==> config.mk <==
export PLATFORM = sky130hd
export DESIGN_NAME = mp3_sdi_streamer
export DESIGN_NICKNAME = d
export VERILOG_FILES = /design/src/rtl/mp3_sdi_streamer.sv
export SDC_FILE = /design/constraint.sdc
export NUM_CORES = 1
export LEC_CHECK = 0
export CORE_UTILIZATION = 56
export CTS_CLUSTER_DIAMETER = 40
export DETAILED_ROUTE_END_ITERATION = 6
export PLACE_DENSITY_LB_ADDON = 0.1
export SYNTH_ARGS = -nofsm -noshare
export SYNTH_HDL_FRONTEND = slang
export SYNTH_SLANG_ARGS = --single-unit
==> constraint.sdc <==
create_clock -name clk -period 2.39 [get_ports clk]
set_input_delay 0.478 -clock clk [delete_from_list [all_inputs] [get_ports clk]]
set_output_delay 0.478 -clock clk [all_outputs]
set_load 0.03 [all_outputs]
==> src/rtl/mp3_sdi_streamer.sv <==
// mp3_sdi_streamer
//   Feeds MP3 bitstream bytes to the decoder's SDI port. Bytes arrive over a
//   valid/ready handshake and are shifted out MSB-first on sdi, framed by xdcs.
//   A chunk of CHUNK_BYTES bytes is opened only when the synchronised DREQ is
//   high; once open, the chunk always runs to completion.
//
// Ports
//   clk        system clock, rising edge
//   rst        asynchronous active-high reset
//   din        MP3 data byte
//   din_valid  din holds a valid byte
//   din_ready  byte accepted this cycle when din_valid is also high
//   dreq       decoder DREQ, asynchronous to clk
//   xdcs       decoder data chip-select, active low
//   sclk       serial clock, idle low, decoder samples on rising edge
//   sdi        serial data, MSB first
//   busy       high whenever the streamer is not idle

module mp3_sdi_streamer #(
    parameter int unsigned CLK_DIV     = 4,
    parameter int unsigned CHUNK_BYTES = 32
) (
    input  logic       clk,
    input  logic       rst,
    input  logic [7:0] din,
    input  logic       din_valid,
    output logic       din_ready,
    input  logic       dreq,
    output logic       xdcs,
    output logic       sclk,
    output logic       sdi,
    output logic       busy
);

    typedef enum logic [1:0] {StIdle, StLoad, StShift, StGap} state_t;

    localparam logic [7:0] DivLast   = 8'(CLK_DIV - 1);
    localparam logic [7:0] ChunkLast = 8'(CHUNK_BYTES - 1);

    state_t     state_q, state_d;
    logic       dreq_meta, dreq_s;
    logic [7:0] div_cnt;
    logic [2:0] bit_cnt;
    logic [7:0] byte_cnt;
    logic [7:0] shreg;
    logic       sclk_q;
    logic       sdi_q;
    logic       gap_phase;

    logic div_done, transfer, sclk_fall, byte_done, chunk_done, gap_done;

    always_comb begin
        div_done   = (div_cnt == DivLast);
        transfer   = din_valid && (state_q == StLoad);
        sclk_fall  = (state_q == StShift) && sclk_q && div_done;
        byte_done  = sclk_fall && (bit_cnt == 3'd7);
        chunk_done = byte_done && (byte_cnt == ChunkLast);
        // GAP spans two divider periods; gap_phase marks the second one.
        gap_done   = (state_q == StGap) && div_done && gap_phase;
    end

    // State register
    always_ff @(posedge clk or posedge rst) begin
        if (rst) begin
            state_q <= StIdle;
        end else begin
            state_q <= state_d;
        end
    end

    // Next-state logic
    always_comb begin
        state_d = state_q;
        unique case (state_q)
            StIdle:  if (dreq_s && din_valid) state_d = StLoad;
            StLoad:  if (transfer) state_d = StShift;
            StShift: if (byte_done) state_d = chunk_done ? StGap : StLoad;
            StGap:   if (gap_done) state_d = StIdle;
            default: state_d = StIdle;
        endcase
    end

    // Outputs decoded from state; sclk and sdi come straight from flops.
    always_comb begin
        din_ready = (state_q == StLoad);
        xdcs      = !((state_q == StLoad) || (state_q == StShift));
        busy      = (state_q != StIdle);
        sclk      = sclk_q;
        sdi       = sdi_q;
    end

    // Synchroniser and serialiser datapath
    always_ff @(posedge clk or posedge rst) begin
        if (rst) begin
            dreq_meta <= 1'b0;
            dreq_s    <= 1'b0;
            div_cnt   <= 8'd0;
            bit_cnt   <= 3'd0;
            byte_cnt  <= 8'd0;
            shreg     <= 8'd0;
            sclk_q    <= 1'b0;
            sdi_q     <= 1'b0;
            gap_phase <= 1'b0;
        end else begin
            dreq_meta <= dreq;
            dreq_s    <= dreq_meta;
            unique case (state_q)
                StIdle: begin
                    div_cnt   <= 8'd0;
                    bit_cnt   <= 3'd0;
                    gap_phase <= 1'b0;
                    if (dreq_s && din_valid) begin
                        byte_cnt <= 8'd0;
                    end
                end
                StLoad: begin
                    div_cnt <= 8'd0;
                    sclk_q  <= 1'b0;
                    if (transfer) begin
                        shreg   <= din;
                        sdi_q   <= din[7];
                        bit_cnt <= 3'd0;
                    end
                end
                StShift: begin
                    if (div_done) begin
                        div_cnt <= 8'd0;
                        sclk_q  <= ~sclk_q;
                        if (sclk_q) begin
                            if (bit_cnt == 3'd7) begin
                                // Last fall: sdi keeps the LSB, count the byte.
                                bit_cnt  <= 3'd0;
                                byte_cnt <= chunk_done ? 8'd0 : byte_cnt + 8'd1;
                            end else begin
                                bit_cnt <= bit_cnt + 3'd1;
                                sdi_q   <= shreg[6];
                                shreg   <= {shreg[6:0], 1'b0};
                            end
                        end
                    end else begin
                        div_cnt <= div_cnt + 8'd1;
                    end
                end
                StGap: begin
                    sclk_q <= 1'b0;
                    if (div_done) begin
                        div_cnt   <= 8'd0;
                        gap_phase <= ~gap_phase;
                    end else begin
                        div_cnt <= div_cnt + 8'd1;
                    end
                end
                default: ;
            endcase
        end
    end

endmodule

==> metrics.md <==
| Metric | Value |
|---|---|
| Status | `complete, no violations` |
| Layer with the highest usage | `met2` |
| Synth top area cells | `dfrtp_1 (46%), ha_1 (5.6%), nand3_1 (4.7%)` |
| Fin crit share | `90.06%` |
| Final setup viols | `0` |
| Die width | `58.59 µm` |
| # resized after CTS | `1` |
| Worst Skew | `8.422 ps` |
| Hold Crit Depth | `0` |
| Post-synth ARST share | `between 90% and 100%` |
| Met2 Resource Use GR | `36.78%` |
| Mapped Avg Cell Area | `a little over 10 µm²` |
| TritonCTS clock tree | `built` |
| Largest net degree at the start of global routing | `34` |
| Post-synth EDFFs | `0` |
| GRT overflow | `0` |
| Clk buf depth | `2` |
| Placed Cells incl. Taps | `around 240` |
| Data required time of the critical path | `2670 ps` |
| Critical Path End Type | `register` |
| Drt pass-1 iters | `5` |
| Ys Warns | `0` |
| GRT Total Usage | `24.48%` |
| Worst R2R Setup Slack | `~240 ps` |
| Num ports | `17` |
| Synth Register Bits | `33` |
| Die ar. | `3432 µm²` |
| Via density per instance | `6.049` |
| Clk_lat worst skew | `340 ps` |
| Clock transition at path regs | `100 ps` |
| GR Util met3 | `6.154%` |
| Power per Cell Area | `between 900 and 1000 nW/µm²` |
| RSZ-0062 raised after global routing | `false` |
| H-tree depth | `2` |
| DP HPWL | `2613 µm` |
| Finished Layout Cells | `about 250` |
| Drt total wl | `3664 µm` |
| Gpl congestion | `between 0.8 and 0.9` |
| Ant. Diodes | `0` |
| Post-synth top area cell | `dfrtp_1` |
| CTS Buf Count | `5` |
| Clock root buffer | `clkbuf_4` |
| Maximum clock frequency | `464.6 MHz` |
| Number of global-route vias before repair | `1,425` |
| Crit path launch type | `register` |
| Post-route antenna net violation count | `0` |
| Top-count cell post-synth | `dfrtp_1` |
| Sequential area share after synthesis | `46.06%` |
| # hold bufs at CTS | `0` |
| Area delta synth->final | `17.10%` |
| Die height | `58.59 µm` |
| Worst EP arrival | `2430 ps` |
| Initial antenna violation count | `0` |
| Share of cells above drive strength 1 | `11.88%` |
| Worst slew margin | `61.96%` |
| Worst hold path class | `register to register` |
| Core ar. | `between 3000 and 4000 µm²` |
| Met1 Track Usage GR | `33.33%` |
| # nets final | `approximately 220` |
| Clock sinks | `33` |
| Worst hold path startpoint | `dreq_meta$_DFF_PP0_` |
| Via count | `1,488` |
| Crit path max fanout | `13` |
| R2R Path End | `shreg[1]$_DFFE_PP0P_` |
| TNS Setup | `0 ps` |
| Syn Nets | `198` |
| Post-synth cell types | `50` |
| Setup Crit Path Kind | `register to register` |
| Hold Vio Cnt, Final | `0` |
| Port bufs | `16` |
| Fillers | `231` |
| DRC | `0` |
| Hold EP | `dreq_s$_DFF_PP0_` |
| FP Rows | `20` |
| Peak VDD IR | `0.7694 mV` |
| Routed length per placed instance | `14.89 µm` |
| Most frequent cells after synthesis | `dfrtp_1 (33), nand3_1 (17), nor2_1 (13), inv_1 (12), nand2_1 (9)` |
| Synth Instances | `178` |
| Initial drt markers | `77` |
| Pleak | `0.9364 nW` |
| Fin. max-slew vios | `0` |
| Prevailing post-synth register cell | `dfrtp_1` |
| Max Cap Viol | `0` |
| Reg2reg start | `state_q[0]$_DFFE_PP0P_` |
| Cell Area, Synth | `1793 µm²` |
| Initial Utilization | `58.73%` |
| Least-Margin Pin Slew | `569.6 ps` |
| Post-CTS setup buffer count | `0` |
| First-pass GRT wire length | `6327 µm` |
| R2r worst-path depth | `6` |
| Top-area cell type share of the netlist area | `about 46%` |
| Tmin final | `2152 ps` |
where the power goes:
group	internal [W]	switching [W]	total, W	leakage, nW
clock network	0.000170	0.000191	0.000362	0.0413
registers	0.000682	0.000103	0.000785	0.419
logic	0.000376	0.000496	0.000872	0.476
total	0.00123	0.000790	0.00202	0.936
worst max-delay path by stage:
stage	end	slack (ps)	startpoint
finish	shreg[1]$_DFFE_PP0P_	240	state_q[0]$_DFFE_PP0P_
detailed placement	byte_cnt[3]$_DFFE_PP0P_	270	din_valid
global route	shreg[1]$_DFFE_PP0P_	90	state_q[0]$_DFFE_PP0P_
floorplan	state_q[1]$_DFFE_PP0P_	350	div_cnt[5]$_DFF_PP0_
global placement	state_q[1]$_DFFE_PP0P_	360	din_valid
CTS	busy	20	state_q[1]$_DFFE_PP0P_
stage by stage:
| stage | power [W] | util [%] | setup WS (ps) | hold WS (ps) | area, µm² |
|---|---|---|---|---|---|
| floorplan | 0.001419 | - | 347.4 | 331.2 | 1793 |
| global placement | 0.001640 | 66.35 | 356.0 | 339.2 | 2026 |
| detailed placement | 0.001677 | 66.35 | 269.3 | 348.4 | 2026 |
| CTS | 0.002037 | 68.61 | 18.79 | 371.5 | 2095 |
| global route | 0.002164 | 68.77 | 88.19 | 371.0 | 2100 |
| finish | 0.002019 | 68.77 | 237.5 | 371.2 | 2100 |
cell usage in the layout (no fill, tap or decap), types with 3 or more instances in the layout:
master	count
and4_1	3
nor2_1	13
a21oi_1	5
o22ai_1	5
buf_4	5
inv_1	12
a31oi_1	3
o221a_2	4
a2bb2oi_1	3
clkbuf_4	5
nand4_1	4
ha_1	8
nand2b_1	3
nand2_1	9
clkdlybuf4s50_1	13
dfrtp_1	33
xor2_1	3
o21ai_0	3
and3_1	6
or2_2	3
nand3_1	17
registers in the layout, summed over array words and instances (netlist names):
| register | flops |
|---|---|
| shreg | 7 |
| gap_phase | 1 |
| state_q | 2 |
| byte_cnt | 8 |
| sclk | 1 |
| bit_cnt | 3 |
| dreq_s | 1 |
| sdi | 1 |
| dreq_meta | 1 |
| div_cnt | 8 |
final cells by class:
cell class              instances  area (µm²)  area share [%]
well taps                      44       55.05           2.622
inverters                      12       45.04           2.145
clock buffers                   7       65.06           3.099
flip-flops and latches         33       825.8           39.33
multi-input cells             128       902.1           42.97
clock inverters                 1       5.005          0.2384
repair buffers                 21       201.4           9.595
cells by family (layout without fill, tap and decap cells):
kind of cell,after synthesis,in the layout,share of synthesized area (%)
flip-flops,33,33,46.06
XOR/XNOR,5,5,2.443
buffers and inverters,17,41,3.629
AND/OR/NAND/NOR,73,73,23.38
adder cells (fa/ha/maj),8,8,5.583
multiplexers,2,2,1.117
AO/OA/AOI/OAI,40,40,17.79
worst max-delay path, cell delays in order, from the launching register on:
cell      delay [ps]
dfrtp_1          430
inv_1            110
ha_1             400
buf_4            270
mux2i_1          120
a211oi_2         480
o221a_2          280
per-layer routing:
| metal | part of all wire, % | wire [µm] | vias to the layer above |
|---|---|---|---|
| met2 | 45 | 1649 | 37 |
| met3 | 4.3 | 156 | 7 |
| li1 | - | - | 717 |
| met1 | 49 | 1797 | 727 |
| met5 | 0 | 0 | - |
| met4 | 1.7 | 61 | 0 |
Power figures use the tool's default switching activity.
